## src/rtl/map_ram_arbiter.sv

```systemverilog
// Single-port map RAM arbiter: sprite writer (with RMW lock) beats renderer and
// collision readers; readers alternate; read returns are routed by owner pipeline.
module map_ram_arbiter #(
  parameter int RD_LAT   = 2,
  parameter int LOCK_MAX = 16
) (
  input  logic         CLOCK_50,
  input  logic         reset,
  input  logic         wr_req,
  input  logic         wr_we,
  input  logic         wr_lock,
  input  logic [4:0]   wr_addr,
  input  logic [159:0] wr_data,
  input  logic         vga_req,
  input  logic [4:0]   vga_addr,
  input  logic         col_req,
  input  logic [4:0]   col_addr,
  output logic         wr_gnt,
  output logic         vga_gnt,
  output logic         col_gnt,
  output logic         wr_rvalid,
  output logic         vga_rvalid,
  output logic         col_rvalid,
  output logic [159:0] rdata,
  output logic [4:0]   ram_addr,
  output logic         ram_wren,
  output logic [159:0] ram_wrdata,
  input  logic [159:0] ram_q,
  output logic         lock_err
);

  // state   | meaning
  // ST_OPEN | normal arbitration, readers may be granted
  // ST_LOCK | writer holds the RAM for read-modify-write, readers blocked
  typedef enum logic {ST_OPEN, ST_LOCK} lock_state_t;
  typedef enum logic [1:0] {OWN_NONE, OWN_WR, OWN_VGA, OWN_COL} owner_t;

  localparam int CNT_W = $clog2(LOCK_MAX + 1);

  lock_state_t      state, state_nxt;
  logic [CNT_W-1:0] lock_cnt, lock_cnt_nxt;
  logic             lock_err_nxt;
  logic             rr_col, rr_col_nxt;
  owner_t           owner_pipe [RD_LAT];
  owner_t           issue_owner;
  owner_t           ret_owner;

  // Grants are gated by reset so the RAM port is quiet the instant reset rises.
  always_comb begin
    wr_gnt      = 1'b0;
    vga_gnt     = 1'b0;
    col_gnt     = 1'b0;
    ram_addr    = '0;
    ram_wren    = 1'b0;
    ram_wrdata  = '0;
    issue_owner = OWN_NONE;
    if (!reset) begin
      if (wr_req) begin
        wr_gnt   = 1'b1;
        ram_addr = wr_addr;
        ram_wren = wr_we;
        if (wr_we) ram_wrdata = wr_data;
        else       issue_owner = OWN_WR;
      end else if (state == ST_OPEN) begin
        if (vga_req && (!col_req || !rr_col)) begin
          vga_gnt     = 1'b1;
          ram_addr    = vga_addr;
          issue_owner = OWN_VGA;
        end else if (col_req) begin
          col_gnt     = 1'b1;
          ram_addr    = col_addr;
          issue_owner = OWN_COL;
        end
      end
    end
  end

  always_comb begin
    state_nxt    = state;
    lock_cnt_nxt = '0;
    lock_err_nxt = lock_err;
    rr_col_nxt   = rr_col;
    if (vga_gnt)      rr_col_nxt = 1'b1;
    else if (col_gnt) rr_col_nxt = 1'b0;
    case (state)
      ST_OPEN: if (wr_gnt && wr_lock) state_nxt = ST_LOCK;
      ST_LOCK: begin
        if (!wr_lock) begin
          state_nxt = ST_OPEN;
        end else if (lock_cnt == CNT_W'(LOCK_MAX - 1)) begin
          // this is the LOCK_MAX-th locked cycle: break the lock
          state_nxt    = ST_OPEN;
          lock_err_nxt = 1'b1;
        end else begin
          lock_cnt_nxt = lock_cnt + 1'b1;
        end
      end
      default: state_nxt = ST_OPEN;
    endcase
  end

  always_ff @(posedge CLOCK_50 or posedge reset) begin
    if (reset) begin
      state    <= ST_OPEN;
      lock_cnt <= '0;
      lock_err <= 1'b0;
      rr_col   <= 1'b0;
    end else begin
      state    <= state_nxt;
      lock_cnt <= lock_cnt_nxt;
      lock_err <= lock_err_nxt;
      rr_col   <= rr_col_nxt;
    end
  end

  always_ff @(posedge CLOCK_50 or posedge reset) begin
    if (reset) begin
      for (int i = 0; i < RD_LAT; i++) owner_pipe[i] <= OWN_NONE;
    end else begin
      owner_pipe[0] <= issue_owner;
      for (int i = 1; i < RD_LAT; i++) owner_pipe[i] <= owner_pipe[i-1];
    end
  end

  assign ret_owner  = owner_pipe[RD_LAT-1];
  assign wr_rvalid  = (ret_owner == OWN_WR);
  assign vga_rvalid = (ret_owner == OWN_VGA);
  assign col_rvalid = (ret_owner == OWN_COL);
  assign rdata      = (ret_owner != OWN_NONE) ? ram_q : '0;

endmodule

```

## config.mk

```make
export PLATFORM = sky130hd
export DESIGN_NAME = map_ram_arbiter
export DESIGN_NICKNAME = d
export VERILOG_FILES = /design/src/rtl/map_ram_arbiter.sv
export SDC_FILE = /design/constraint.sdc
export NUM_CORES = 1
export LEC_CHECK = 0
export CAP_MARGIN = 25
export CORE_AREA = 2 2 262 264
export CTS_CLUSTER_DIAMETER = 100
export DETAILED_ROUTE_END_ITERATION = 6
export DIE_AREA = 0 0 264 266
export GPL_ROUTABILITY_DRIVEN = 0
export GPL_TIMING_DRIVEN = 0
export PLACE_DENSITY = 0.35
export SLEW_MARGIN = 25
export SYNTH_ARGS = -nofsm -noshare
export SYNTH_HDL_FRONTEND = slang
export SYNTH_SLANG_ARGS = --single-unit
```

## constraint.sdc

```tcl
create_clock -name CLOCK_50 -period 1.7 [get_ports CLOCK_50]
set_clock_uncertainty 0.15 [all_clocks]
set_input_delay 0.17 -clock CLOCK_50 [delete_from_list [all_inputs] [get_ports CLOCK_50]]
set_output_delay 0.17 -clock CLOCK_50 [all_outputs]
set_load 0.02 [all_outputs]
```

==> flow_metrics.tcl, run 1 <==
set metrics [dict create \
    outcome "finished with violations" \
    violations "negative setup slack" \
    synth_nets 773 \
    cp.required_ns 1.38 \
    crit_path_end_kind "primary output" \
    setup_viol 162 \
    synth_edf_count 0 \
    synth.most_common_cell "and3_1" \
    yosys-top-cells-area "and3_1 (35%), nor2b_1 (25%), and2b_1 (12%)" \
    dr_total_vias 6149 \
    vdd_drop_max_v 0.000286 \
    layout_setup_ws_ns -0.279 \
    powerDensity_nw_per_um2 365 \
    grt.overflow.total 0 \
    grt_first_pass_wirelength_mm 60.6 \
    cp_data_arrival_time_ns 1.66 \
    cts_buffers 3 \
    reg2reg_setup_slack_ns 0.34 \
    dieHeight_microns 266 \
    cp_max_fo 6 \
    area_growth_pct 279 \
    firstDrtPassIters 4 \
    placedCellCount 1985 \
    drc_errors 0 \
    synth_seq_cells 12 \
    drv_slew 0 \
    r2r_start "lock_cnt[0]" \
    start_util_pct 4.29 \
    yosysTopAreaCell "and3_1" \
    routedWlPerCell_microns 23.9 \
    ant_nets 0 \
    synth_top_area_share_pct 34.6 \
    antenna_found_initial 17 \
    holdWs_ns 0.111 \
    syn_area_sq_um 2910 \
    clk_pin_slew_ns 0.04 \
    dieArea_sq_um 70200 \
    coreArea_sq_um 67700 \
    min_path_cells 3 \
    worst_pin_slew_ns 0.448 \
    cts_tree "yes" \
    cts.path.max_buffers 2 \
    clk-insertion-delay-late_ns 0.24 \
    final_nets 1471 \
    place_ws_ns -1.29 \
    r2r_end "state" \
    synth_top_flop_cell "dfrtp_1" \
    io_buffers 673 \
    period_share_pct 116 \
    synthArstFlopShare_pct 100 \
    io_pins 675 \
    layout-drive-gt1-share_pct 42.7 \
    fin_util_pct 16.3 \
    finalPower_mw 4.02 \
    synth.avg_cell_area_sq_um 6.76 \
    grt_pass1_vias 6450 \
    track_usage_pct 12.8 \
    crit_type "flip-flop to primary output" \
    regArea_sq_um 304 \
    worst_setup_path_start_kind "flip-flop" \
    rr_worst_depth 4 \
    grt_setup_unrepaired "true" \
    relSlewSlack_pct 70.1 \
    ys_seq_area_share_pct 10.3 \
    p_leak_nw 5.50 \
    holdCritStartpoint "wr_req" \
    fin_crit_ns 1.98 \
    final_cells 2017 \
    cp-startpoint "ret_owner[1]" \
    maxCapViolations 0 \
    drtIter0Drc 163 \
    die_x_microns 264 \
    cp-endpoint "rdata[129]" \
    multi_input_comb_area_sq_um 2800 \
    syn-instance-count 430 \
    clk_root_buffer_cell "clkbuf_16" \
    cts_max_level 1 \
    cts.sink_count 12 \
    finalHoldViolations 0 \
    ys_types 28 \
    drt_wl_total_mm 48.1 \
    synth_common_cells "and3_1 (161), nor2b_1 (118), and2b_1 (45)" \
    num_rows 96 \
    hp-class "input port to flip-flop" \
    vias_per_cell 3.05 \
    dp_hpwl_mm 43.2 \
    yosysWarnings 0 \
    max_freq_mhz 505 \
    grt_max_degree 13 \
    fillers 7727 \
]
[logic make-up after synthesis]
kind of cell / after synthesis / synth area share [%]
flops: 12 / 10.3
compound gates: 10 / 3.01
buf+inv: 58 / 8.78
xor+xnor: 2 / 0.603
fa+ha+maj: 1 / 0.430
simple gates: 347 / 76.9
[stage by stage]
step	setup TNS (ns)	cell area, sq um
floorplan	0	2910
detailed placement	-314.02	10700
CTS	-37.34	10600
global route	-34.95	11000
global placement	-310.52	10700
finish	-24.95	11000
[worst min-delay path by stage]
stage | to | slack [ns]
after floorplan | lock_cnt[0] | -0.12
after global placement | ret_owner[0] | 0.19
after detailed placement | ret_owner[1] | 0.19
after CTS | owner_pipe[3] | 0.12
after global routing | owner_pipe[3] | 0.13
final | owner_pipe[3] | 0.11
[critical path, cell delays in order (launching register included)]
cell and delay [ns]:
dfrtp_2 0.45, nor2_4 0.14, buf_12 0.14, buf_12 0.14
clkbuf_16 0.13, and2b_2 0.26, buf_6 0.15
[registers in the layout, indices dropped and copies added (netlist names)]
name        flops
owner_pipe      2
lock_err        1
lock_cnt        5
ret_owner       2
state           1
rr_col          1
[where the power goes]
part           internal, mW  switching [mW]  leakage (nW)  total, mW
Sequential            0.303          0.0156         0.157      0.319
Combinational          1.69            1.54          5.30       3.23
Clock                 0.355           0.121        0.0442      0.476
[final cells by class]
class	count	area share (%)
multi-input cells	360	25.4
flip-flops and latches	12	2.76
clock buffers	4	0.806
repair buffers	696	55.5
diodes	8	0.182
plain buffers	53	5.29
inverters	2	0.0681
well taps	882	10.0
[per-layer routing]
layer	wire [microns]	part of all wire [%]	vias to the layer above	global-route usage, %
met1	17100	36	2824	12.8
li1	-	-	2843	-
met4	1050	2.2	20	2.40
met2	25500	53	422	24.8
met5	104	0.22	-	0
met3	4280	8.9	40	5.33
[cell usage in the layout (no fill, tap or decap), types with 2 or more instances in the layout]
cell,netlist,final
clkdlybuf4s15_1,0,9
dfrtp_1,12,9
clkbuf_2,10,8
clkbuf_1,37,10
buf_2,5,143
buf_8,0,8
and2b_2,0,5
buf_12,0,7
nor2b_2,0,24
dlygate4sd2_1,0,13
dfrtp_2,0,3
clkdlybuf4s50_1,0,338
nand3_1,2,2
buf_6,1,44
and3_4,0,26
clkdlybuf4s15_2,0,23
and2_1,7,7
buf_4,3,120
and2b_1,45,40
a221o_1,5,5
inv_1,2,2
diode_2,0,8
xor2_1,2,2
clkbuf_8,0,5
nor2b_1,118,62
clkbuf_4,0,11
and3_1,161,136
nor2_1,4,4
clkbuf_16,0,12
nor2b_4,0,32
and3_2,3,2
[timing repair]
item                                    CTS  global route
pin swaps                                 8             4
gates cloned                              1             6
resized for setup                      1545           194
endpoints found under the hold margin    12             0
setup buffers                            10             6
setup endpoints to repair               334           237
hold buffers                              1             0
Note: power is estimated with default switching activity, not from simulation.
==> run 2: changes to the inputs <==
--- a/config.mk
+++ b/config.mk
@@ -13,7 +13,7 @@
 export GPL_ROUTABILITY_DRIVEN = 0
 export GPL_TIMING_DRIVEN = 0
 export PLACE_DENSITY = 0.35
-export SLEW_MARGIN = 25
+export SLEW_MARGIN = 10
 export SYNTH_ARGS = -nofsm -noshare
 export SYNTH_HDL_FRONTEND = slang
 export SYNTH_SLANG_ARGS = --single-unit
==> results of run 2 <==
Final layout, timing and power as in run 1 (identical DEF).
==> run 3: changes to the inputs <==
==> constraint.sdc (replaced) <==
create_clock -name CLOCK_50 -period 1.7 [get_ports CLOCK_50]
set_clock_uncertainty 0.15 [all_clocks]
set_input_delay 0.255 -clock CLOCK_50 [delete_from_list [all_inputs] [get_ports CLOCK_50]]
set_output_delay 0.255 -clock CLOCK_50 [all_outputs]
set_load 0.02 [all_outputs]
==> run 3 against run 2 <==
  * The flow still finishes with violations (negative setup slack)
  * Die area did not move
  * Via count is 3.5% higher
  * Final area is 15% higher
  * Clock power about the same
  * Non-clock buffer count up 27
  * Register-to-register slack worse by 0.08 ns
  * Sequential cell count stayed put
  * Sequential power about the same
  * Combinational power grew 13%
  * Global-route usage is 0.52 points higher
  * Final cell count is 1.3% higher
  * Critical endpoint unchanged
  * Largest power group unchanged
  * Highest routed layer unchanged
==> flow_metrics.tcl, run 3 (synthesis results as in run 1) <==
set metrics [dict create \
    outcome "finished with violations" \
    violations "negative setup slack" \
    worst_pin_slew_ns 0.452 \
    regArea_sq_um 304 \
    grt_setup_unrepaired "true" \
    cts_max_level 1 \
    fillers 7581 \
    mostFrequentLayoutCell "clkdlybuf4s50_1" \
    multi_input_comb_area_sq_um 3320 \
    cp.required_ns 1.29 \
    dieHeight_microns 266 \
    rr_worst_depth 5 \
    grtUsageMet1_pct 13.2 \
    comb_power_share_pct 82.1 \
    p_int_mw 2.65 \
    final_cell_mix "clkdlybuf4s50_1 (337), buf_6 (199), and3_4 (113)" \
    grt_first_pass_wirelength_mm 63.3 \
    holdCritStartpoint "reset" \
    grt_pass1_vias 6830 \
    cts.sink_count 12 \
    fin_util_pct 18.8 \
    drc_errors 0 \
    track_usage_pct 13.3 \
    crit_type "flip-flop to primary output" \
    routedWlPerCell_microns 24.4 \
    io_pins 675 \
    r2r_start "rr_col" \
    clk_root_buffer_cell "clkbuf_16" \
    largest_reg_flops 5 \
    finalPower_mw 4.44 \
    drv_slew 0 \
    maxCapViolations 0 \
    period_share_pct 121 \
    r2r_end "owner_pipe[2]" \
    seqPwrFrac_pct 7.2 \
    cp-startpoint "ret_owner[1]" \
    powerDensity_nw_per_um2 349 \
    cts_tree "yes" \
    place_ws_ns -1.46 \
    cts_buffers 3 \
    placedCellCount 1985 \
    layout-drive-gt1-share_pct 54.4 \
    cp_max_fo 6 \
    use_met2_pct 26.0 \
    grt_use_met3_pct 5.49 \
    final_cells 2043 \
    regMostFlops "lock_cnt" \
    firstDrtPassIters 4 \
    crit_path_end_kind "primary output" \
    busiest_layer "met2" \
    layout_setup_ws_ns -0.358 \
    dp_hpwl_mm 43.2 \
    cp_data_arrival_time_ns 1.65 \
    clk_pin_slew_ns 0.04 \
    drtIter0Drc 172 \
    dr_total_vias 6363 \
    p_clk_share_pct 10.7 \
    dieArea_sq_um 70200 \
    min_path_cells 3 \
    num_rows 96 \
    die_x_microns 264 \
    ant_nets 0 \
    coreArea_sq_um 67700 \
    grt.overflow.total 0 \
    clk-insertion-delay-late_ns 0.24 \
    reg2reg_setup_slack_ns 0.26 \
    switching_share_pct 40.3 \
    fin_crit_ns 2.06 \
    worst_setup_path_start_kind "flip-flop" \
    p_leak_nw 5.81 \
    cts.path.max_buffers 2 \
    tns_ns -48.19 \
    hp-class "input port to flip-flop" \
    holdPathEnd "owner_pipe[3]" \
    drt_wl_total_mm 49.9 \
    vias_per_cell 3.11 \
    final_nets 1498 \
    relSlewSlack_pct 69.9 \
    antenna_found_initial 16 \
    finalHoldViolations 0 \
    vdd_drop_max_v 0.000289 \
    setup_viol 299 \
    start_util_pct 4.29 \
    max_freq_mhz 486 \
    area_growth_pct 337 \
    io_buffers 673 \
    p_sw_mw 1.79 \
    grt_max_degree 13 \
]
-- run 3: power groups by stage --
stage / Clock (mW) / Combinational [mW] / Sequential, mW
floorplan: 0 / 1.01 / 0.317
global placement: 0 / 3.02 / 0.325
detailed placement: 0 / 3.00 / 0.325
CTS: 0.482 / 3.34 / 0.319
global route: 0.502 / 3.80 / 0.322
finish: 0.476 / 3.64 / 0.319
-- run 3: worst max-delay path, stage by stage (launching register included) --
cell and delay, ns:
dfrtp_2 0.45, nor2_4 0.14, buf_12 0.14, buf_12 0.14, clkbuf_16 0.13, and2b_2 0.26, buf_6 0.14
-- run 3: area by class of cell --
cell class                      count  area share [%]
Buffer                             53            5.43
Sequential cell                    12            2.39
Inverter                            2          0.0590
Antenna cell                        7           0.138
Clock buffer                        4           0.699
Tap cell                          882            8.68
Multi-Input combinational cell    360            26.1
Timing Repair Buffer              723            56.5
-- run 3: per-stage QoR --
stage	area (sq um)	hold WS (ns)
after detailed placement	10700	0.188
final	12700	0.170
after global placement	10700	0.190
after global routing	12700	0.180
after floorplan	2910	-0.0303
after CTS	12000	0.171
-- run 3: worst max path at each step --
stage | slack (ns) | cells after the start | endpoint
global route | -0.40 | 6 | rdata[149]
floorplan | 0.0005 | 4 | ram_addr[0]
finish | -0.36 | 6 | rdata[129]
CTS | -0.45 | 6 | rdata[132]
detailed placement | -1.46 | 7 | ram_wrdata[60]
global placement | -1.45 | 7 | ram_wrdata[60]
-- run 3: timing repair --
action,in CTS,in global routing
hold buffers,1,0
resized for setup,1941,270
buffers inserted,21,6
gates cloned,15,8
setup endpoints to repair,334,309
pin swaps,40,3
endpoints found under the hold margin,12,0
-- run 3: metal layers --
| layer | wire [microns] | part of all wire (%) | vias to the layer above |
|---|---|---|---|
| met2 | 26800 | 54 | 426 |
| met1 | 17500 | 35 | 2972 |
| met3 | 4430 | 8.9 | 42 |
| met5 | 121 | 0.24 | - |
| li1 | - | - | 2901 |
| met4 | 1050 | 2.1 | 22 |
